File: src/rtl/itlb_l2_tlb_req_tracker.sv
// ITLB -> L2 TLB request tracker.
// Allocates a tag per ITLB miss, issues one L2 TLB request per tag, matches
// responses back by tag and produces a one-cycle ITLB fill. Entries that are
// in flight when a flush arrives become ZOMBIE so their late response is
// absorbed without producing a fill.
// Optional build macro: ITLB_L2_TLB_REQ_COALESCE_EN merges a miss into an
// outstanding entry with the same vpn/asid instead of allocating a new one.
module itlb_l2_tlb_req_tracker #(
    parameter int TAG_COUNT  = 4,
    parameter int VPN_WIDTH  = 20,
    parameter int ASID_WIDTH = 16,
    parameter int PTE_WIDTH  = 32,
    localparam int TAG_WIDTH = $clog2(TAG_COUNT)
) (
    input  logic                  CLK,
    input  logic                  nRST,
    input  logic                  miss_valid,
    input  logic [VPN_WIDTH-1:0]  miss_vpn,
    input  logic [ASID_WIDTH-1:0] miss_asid,
    output logic                  miss_ready,
    output logic [TAG_WIDTH-1:0]  miss_tag,
    output logic                  miss_new,
    output logic                  l2_req_valid,
    output logic [VPN_WIDTH-1:0]  l2_req_vpn,
    output logic [ASID_WIDTH-1:0] l2_req_asid,
    output logic [TAG_WIDTH-1:0]  l2_req_tag,
    input  logic                  l2_req_ready,
    input  logic                  l2_resp_valid,
    input  logic [TAG_WIDTH-1:0]  l2_resp_tag,
    input  logic [PTE_WIDTH-1:0]  l2_resp_pte,
    input  logic                  l2_resp_superpage,
    input  logic                  l2_resp_fault,
    input  logic                  flush_valid,
    output logic                  fill_valid,
    output logic [VPN_WIDTH-1:0]  fill_vpn,
    output logic [ASID_WIDTH-1:0] fill_asid,
    output logic [PTE_WIDTH-1:0]  fill_pte,
    output logic                  fill_superpage,
    output logic                  fill_fault,
    output logic [TAG_WIDTH-1:0]  fill_tag,
    output logic                  busy
);

    typedef enum logic [1:0] {ST_FREE, ST_SEND, ST_WAIT, ST_ZOMBIE} state_e;

    state_e                state_q [TAG_COUNT];
    state_e                state_d [TAG_COUNT];
    logic [VPN_WIDTH-1:0]  vpn_q   [TAG_COUNT];
    logic [ASID_WIDTH-1:0] asid_q  [TAG_COUNT];

    logic [TAG_COUNT-1:0]  is_free;
    logic [TAG_COUNT-1:0]  is_send;
    logic [TAG_COUNT-1:0]  freeing;
    logic [TAG_COUNT-1:0]  match;

    logic                  alloc_found;
    logic [TAG_WIDTH-1:0]  alloc_idx;
    logic                  send_found;
    logic [TAG_WIDTH-1:0]  send_idx;
    logic                  hit_any;
    logic [TAG_WIDTH-1:0]  hit_idx;
    logic                  alloc_fire;
    logic                  req_fire;
    logic                  resp_fill;

    // Per-entry status flags; an entry being freed by a response this cycle
    // must not accept a coalesced miss.
    for (genvar gi = 0; gi < TAG_COUNT; gi++) begin : g_flags
        assign is_free[gi] = (state_q[gi] == ST_FREE);
        assign is_send[gi] = (state_q[gi] == ST_SEND);
        assign freeing[gi] = l2_resp_valid && (l2_resp_tag == TAG_WIDTH'(gi)) &&
                             ((state_q[gi] == ST_WAIT) || (state_q[gi] == ST_ZOMBIE));
        assign match[gi]   = miss_valid &&
                             ((state_q[gi] == ST_SEND) || (state_q[gi] == ST_WAIT)) &&
                             (vpn_q[gi] == miss_vpn) && (asid_q[gi] == miss_asid) &&
                             !freeing[gi];
    end

    // Lowest-index priority pick of the free entry, the send entry and the hit.
    always_comb begin
        alloc_found = 1'b0;
        alloc_idx   = '0;
        send_found  = 1'b0;
        send_idx    = '0;
        hit_idx     = '0;
        for (int i = TAG_COUNT - 1; i >= 0; i--) begin
            if (is_free[i]) begin
                alloc_found = 1'b1;
                alloc_idx   = TAG_WIDTH'(i);
            end
            if (is_send[i]) begin
                send_found = 1'b1;
                send_idx   = TAG_WIDTH'(i);
            end
            if (match[i]) begin
                hit_idx = TAG_WIDTH'(i);
            end
        end
    end

`ifdef ITLB_L2_TLB_REQ_COALESCE_EN
    assign hit_any  = |match;
    assign miss_new = miss_valid && !hit_any;
`else
    assign hit_any  = 1'b0;
    assign miss_new = 1'b1;
`endif

    assign miss_ready   = !flush_valid && (hit_any || alloc_found);
    assign miss_tag     = hit_any ? hit_idx : alloc_idx;
    assign alloc_fire   = miss_valid && miss_ready && !hit_any;

    assign l2_req_valid = send_found;
    assign l2_req_vpn   = send_found ? vpn_q[send_idx]  : '0;
    assign l2_req_asid  = send_found ? asid_q[send_idx] : '0;
    assign l2_req_tag   = send_idx;
    assign req_fire     = l2_req_valid && l2_req_ready;

    // Only a response to a live WAIT entry outside a flush produces a fill.
    assign resp_fill    = l2_resp_valid && (state_q[l2_resp_tag] == ST_WAIT) && !flush_valid;
    assign busy         = !(&is_free);

    // Per-entry next state: allocation, request handshake, response, flush.
    always_comb begin
        for (int i = 0; i < TAG_COUNT; i++) begin
            state_d[i] = state_q[i];
            unique case (state_q[i])
                ST_FREE: begin
                    if (alloc_fire && (alloc_idx == TAG_WIDTH'(i))) state_d[i] = ST_SEND;
                end
                ST_SEND: begin
                    if (req_fire && (send_idx == TAG_WIDTH'(i)))
                        state_d[i] = flush_valid ? ST_ZOMBIE : ST_WAIT;
                    else if (flush_valid)
                        state_d[i] = ST_FREE;
                end
                ST_WAIT: begin
                    if (freeing[i])       state_d[i] = ST_FREE;
                    else if (flush_valid) state_d[i] = ST_ZOMBIE;
                end
                ST_ZOMBIE: begin
                    if (freeing[i]) state_d[i] = ST_FREE;
                end
                default: state_d[i] = ST_FREE;
            endcase
        end
    end

    // Entry state and fill registers with synchronous active-low reset.
    always_ff @(posedge CLK) begin
        if (!nRST) begin
            for (int i = 0; i < TAG_COUNT; i++) state_q[i] <= ST_FREE;
            fill_valid     <= 1'b0;
            fill_vpn       <= '0;
            fill_asid      <= '0;
            fill_pte       <= '0;
            fill_superpage <= 1'b0;
            fill_fault     <= 1'b0;
            fill_tag       <= '0;
        end else begin
            for (int i = 0; i < TAG_COUNT; i++) state_q[i] <= state_d[i];
            fill_valid <= resp_fill;
            if (resp_fill) begin
                fill_vpn       <= vpn_q[l2_resp_tag];
                fill_asid      <= asid_q[l2_resp_tag];
                fill_pte       <= l2_resp_pte;
                fill_superpage <= l2_resp_superpage;
                fill_fault     <= l2_resp_fault;
                fill_tag       <= l2_resp_tag;
            end
        end
    end

    // Capture the miss address into the newly allocated entry.
    always_ff @(posedge CLK) begin
        for (int i = 0; i < TAG_COUNT; i++) begin
            if (alloc_fire && (alloc_idx == TAG_WIDTH'(i))) begin
                vpn_q[i]  <= miss_vpn;
                asid_q[i] <= miss_asid;
            end
        end
    end

endmodule

File: config.mk
export PLATFORM = sky130hd
export DESIGN_NAME = itlb_l2_tlb_req_tracker
export DESIGN_NICKNAME = d
export VERILOG_FILES = /design/src/rtl/itlb_l2_tlb_req_tracker.sv
export SDC_FILE = /design/constraint.sdc
export NUM_CORES = 1
export LEC_CHECK = 0
export BUFFER_PORTS_ARGS = -buffer_cell sky130_fd_sc_hd__buf_4
export CAP_MARGIN = 20
export CORE_ASPECT_RATIO = 1.25
export CORE_MARGIN = 3
export CORE_UTILIZATION = 55
export DETAILED_ROUTE_END_ITERATION = 6
export PLACE_DENSITY = 0.83
export SLEW_MARGIN = 40
export SYNTH_ARGS = -nofsm -noshare
export SYNTH_HDL_FRONTEND = slang
export SYNTH_SLANG_ARGS = --single-unit
export TNS_END_PERCENT = 5
File: constraint.sdc
create_clock -name CLK -period 5.9 [get_ports CLK]
set_clock_uncertainty 0.05 [all_clocks]
set_input_delay 0.59 -clock CLK [delete_from_list [all_inputs] [get_ports CLK]]
set_output_delay 0.59 -clock CLK [all_outputs]
set_load 0.02 [all_outputs]
; Word-level counts from Yosys, hierarchy flattened
; Memory sizes are Yosys's and may differ from the RTL's. A register that Yosys moved wholly into a read port is not among the register bits.
; Index checks and enable logic that the tools add are counted.
[totals]
inputBits = 78
wordCells = 156
ramBits = 152
regBits = 37
n_memories = 3
output_inout_bits = 117
[memory_table]
columns = memory, depth, word_bits, rd, rd_clocked_by_memory_dff, write_ports, line
row1 = vpn_q, 4, 20, 2, 1, 1, 48  ; logic [VPN_WIDTH-1:0] vpn_q [TAG_COUNT];
row2 = asid_q, 4, 16, 2, 1, 1, 49  ; logic [ASID_WIDTH-1:0] asid_q [TAG_COUNT];
row3 = state_q, 4, 2, 5, 0, 4, 46  ; state_e state_q [TAG_COUNT];
[op_classes]
muxes = 79
n_bitwise = 4
n_eq_ne = 22
reduce_logical = 43
[op_table]
columns = cell, count
row1 = $mux 2, 42
row2 = $mux 20, 4
row3 = $mux 16, 4
row4 = $reduce_or 20->1, 3
row5 = $reduce_or 16->1, 3
row6 = $pmux 2 s4, 4
row7 = $eq 2x2->1 const B, 15
row8 = $mux 1, 25
row9 = $logic_and 1x1->1, 21
row10 = $eq 2x1->1 const B, 7
row11 = $logic_not 2->1, 7
row12 = $logic_not 1->1, 4
row13 = $logic_or 1x1->1, 4
row14 = $or 1x1->1, 4
row15 = $reduce_and 4->1, 1

; Longest topological paths before layout
; An unclocked memory read counts as a cell.
[logic_depth]
ltp_word = 15
depth_mapped = 9
depth_no_buf = 7

; Worst setup path after synthesis
; OpenSTA, ideal clock, no wires.
[synth_path]
kind = in2reg
from = input flush_valid
to = memory state_q[2][1] (netlist name)
path_slack_ns = 1.022
arrival_time_ns = 4.720
n_path_buf = 1
setup_ns = 0.107
required_ns = 5.743
path_stages = 5
path_cell_list = buf_2 > nor3b_1 > nor3b_1 > o221ai_1 > o41ai_1
[synth_lines]
columns = item, line
row1 = start: declaration, 33  ; input logic flush_valid,
row2 = end: declaration, 46

==> metrics <==
largest net degree at the start of global routing=89; First DRT Iteration DRCs=625; pwr/cell area=361 nW/um^2; post-CTS sizing=0; DIE AREA=19100 sq um; most common cell after layout, fill and taps aside=buf_4; Total GRT Usage=24.6%; Final HPWL DP=14900 microns; number of port buffers=193; Levels on crit path=7; CTS Buf Count=22; drt wl/cell=20.5 microns; failing checks=DRC; WHS Endpoint=asid_q[1][3]$_DFFE_PP_; syn_area_per_cell=12.4 sq um; Most used DFF post-synth=edfxtp_1; CP Launch Type=flop; Crit-path slowest cell=nor3_2; async set-reset flop share out of synthesis=0%; clock transition at the registers of the reported paths=0.06 ns; Clock Tree Buf Depth=3; Crit path top cell by count=buf_4; total power draw=4.28 mW; Cell Chain, Critical Path=inv_1 -> ha_1 -> nor3_2 -> buf_4 -> a222oi_1 -> a21oi_1 -> buf_4; core area=17000 sq um; Slew Viols, Final=0; drt drc=2; WHS Path Cells=1; GPL Wtd Cong=0.829; VDD IR max=0.278 mV; Synth Register Bits=225; Die X=124 microns; num ports=195; Routed Wire Length=24100 microns; Max Clk Rate=0.276 GHz; synth unique cells=47; status=finished with violations; Data arrival, critical path=2.99 ns; global-route wire length before repair=36700 microns; RSZ-0062 raised after global routing=false; Overflow after GRT=0; mapped cell area=9600 sq um; Sink Count=225; FF-to-FF path depth=8; initial antenna violation count=0; ratio of cells with drive above 1 in the final layout=29.9%; WP buf/inv=3; vias in the first global route=7050; Hold Buf Count CTS=0; Max-cap violations=0; FP Rows=53; vias per cell=6.00; final hold violation count=0; nets@finish=1033; Via Count=7035; Syn Inst Count=775; syn_nets=872; commonest non-fill, non-tap cells in the layout=buf_4, edfxtp_1, nand2_1; Die Ht=154 microns; crit path kind=reg -> out; worst-margin pin slew=0.791 ns; EDFF count, synth=144; worst min path class=in -> reg; DRT Pass-1 Iters=7; Worst R2R Setup Slack=3.12 ns; CP delay by family, top=buffers and inverters; final setup TNS=0 ns; n_diodes=0; R2R Path Start=state_q[3][0]$_SDFFE_PN0P_; register area share after synthesis=61.9%; post-route clock period utilization=61.5%; Yosys warnings=0; Worst Path Required=5.26 ns; H-Tree Depth=1; CTS tree=yes; critical path peak fanout=29; worst-skew pair later-pin latency=0.50 ns; CP peak stage delay=0.59 ns; # setup viols final=0; Routed Antenna Nets=0; Hold Crit Start=miss_asid[3]; Initial Utilization=56.5%; Slew HR=47.2%; reg2reg end=state_q[0][1]$_SDFFE_PN0P_; post-CTS setup buffers=0; Area Growth Syn to Fin=23.5%; CTS root buf=clkbuf_16; crit path time final=3.63 ns; Crit. End Element=output port; Leak=4.28 nW
[cell families after synthesis]
logic type               Yosys count  share of synthesized area [%]
adder cells (fa/ha/maj)           19                           2.48
AO/OA/AOI/OAI                    178                           12.3
other                              1                         0.0391
flip-flops                       225                           61.9
multiplexers                      37                           8.55
AND/OR/NAND/NOR                  234                           11.0
buffers and inverters             81                           3.70
[worst reg2reg max path, stage by stage, from the launching register on]
cell      delay, ns
dfxtp_1        0.43
inv_1          0.12
ha_1           0.28
nor4b_1        0.33
o211a_2        0.20
buf_4          0.51
o311ai_0       0.35
a211o_1        0.31
a21oi_1        0.14
[cells in the mapped netlist (2+ instances only)]
| cell | n | area (sq um) |
|---|---|---|
| nor3_1 | 4 | 20.0 |
| nor3b_1 | 5 | 37.5 |
| a211oi_1 | 3 | 22.5 |
| a311oi_1 | 2 | 17.5 |
| nor2_1 | 14 | 52.6 |
| o21ai_1 | 11 | 55.1 |
| a21oi_1 | 44 | 220 |
| nor2b_1 | 3 | 18.8 |
| o21ai_0 | 62 | 310 |
| a32oi_1 | 3 | 26.3 |
| buf_2 | 11 | 55.1 |
| mux4_2 | 36 | 811 |
| o221ai_1 | 2 | 17.5 |
| ha_1 | 19 | 238 |
| nand3_1 | 75 | 375 |
| buf_1 | 2 | 7.51 |
| and2_1 | 3 | 18.8 |
| a22oi_1 | 3 | 22.5 |
| dfxtp_1 | 81 | 1620 |
| nand2b_1 | 2 | 12.5 |
| inv_1 | 15 | 56.3 |
| nand3b_1 | 2 | 15.0 |
| edfxtp_1 | 144 | 4320 |
| buf_4 | 4 | 30.0 |
| or2_2 | 2 | 12.5 |
| buf_6 | 3 | 33.8 |
| clkbuf_1 | 46 | 173 |
| a211o_1 | 2 | 17.5 |
| nand2_1 | 118 | 443 |
| a222oi_1 | 36 | 360 |
| o41ai_1 | 2 | 17.5 |
[stage by stage]
stage | util, % | hold slack, ns | setup WS (ns) | cells | area, sq um
3_5_place_dp | 65.7 | 0.391 | 2.62 | 1132 | 11200
4_1_cts | 69.8 | 0.219 | 2.10 | 1172 | 11800
2_1_floorplan | - | 0.422 | 1.02 | 775 | 9600
3_3_place_gp | 65.5 | 0.387 | 2.73 | 1130 | 11100
5_1_grt | 69.8 | 0.218 | 2.09 | 1172 | 11900
6_report | 69.8 | 0.235 | 2.27 | 1172 | 11900
[registers in the layout (all words and copies together) (netlist names)]
name / flops
fill_fault: 1
state_q: 8
fill_asid: 16
fill_tag: 2
fill_pte: 32
vpn_q: 80
fill_vpn: 20
fill_valid: 1
asid_q: 64
fill_superpage: 1
[worst max path at each step]
stage / to / from / slack [ns]
finish: l2_req_vpn[8] / state_q[0][1]$_SDFFE_PN0P_ / 2.27
floorplan: state_q[2][1]$_SDFFE_PN0P_ / flush_valid / 1.02
global placement: l2_req_vpn[5] / state_q[0][1]$_SDFFE_PN0P_ / 2.73
CTS: l2_req_vpn[5] / state_q[1][1]$_SDFFE_PN0P_ / 2.10
global route: l2_req_asid[0] / state_q[0][1]$_SDFFE_PN0P_ / 2.09
detailed placement: l2_req_vpn[5] / state_q[0][1]$_SDFFE_PN0P_ / 2.62
[metal layers]
layer,up-vias,part of all wire (%),track usage [%]
met5,-,0,0
li1,3278,-,-
met3,52,8.4,3.94
met2,328,51,43.4
met4,0,3.4,10.3
met1,3377,37,29.4
[power by group]
| part | internal [mW] | total [mW] | leakage, nW | switching (mW) |
|---|---|---|---|---|
| Combinational | 0.461 | 1.19 | 1.97 | 0.728 |
| Sequential | 1.74 | 1.77 | 1.96 | 0.0324 |
| Clock | 0.753 | 1.32 | 0.343 | 0.567 |
[area by class of cell]
| type | count | area [sq um] |
|---|---|---|
| clock inverter | 10 | 61.3 |
| multi-input combinational | 469 | 3330 |
| tap | 220 | 275 |
| clock buffer | 30 | 632 |
| timing repair buffer | 203 | 1550 |
| inverter | 15 | 56.3 |
| sequential | 225 | 5950 |
| fill | 1238 | 5120 |
Note: power is estimated with default switching activity, not from simulation.
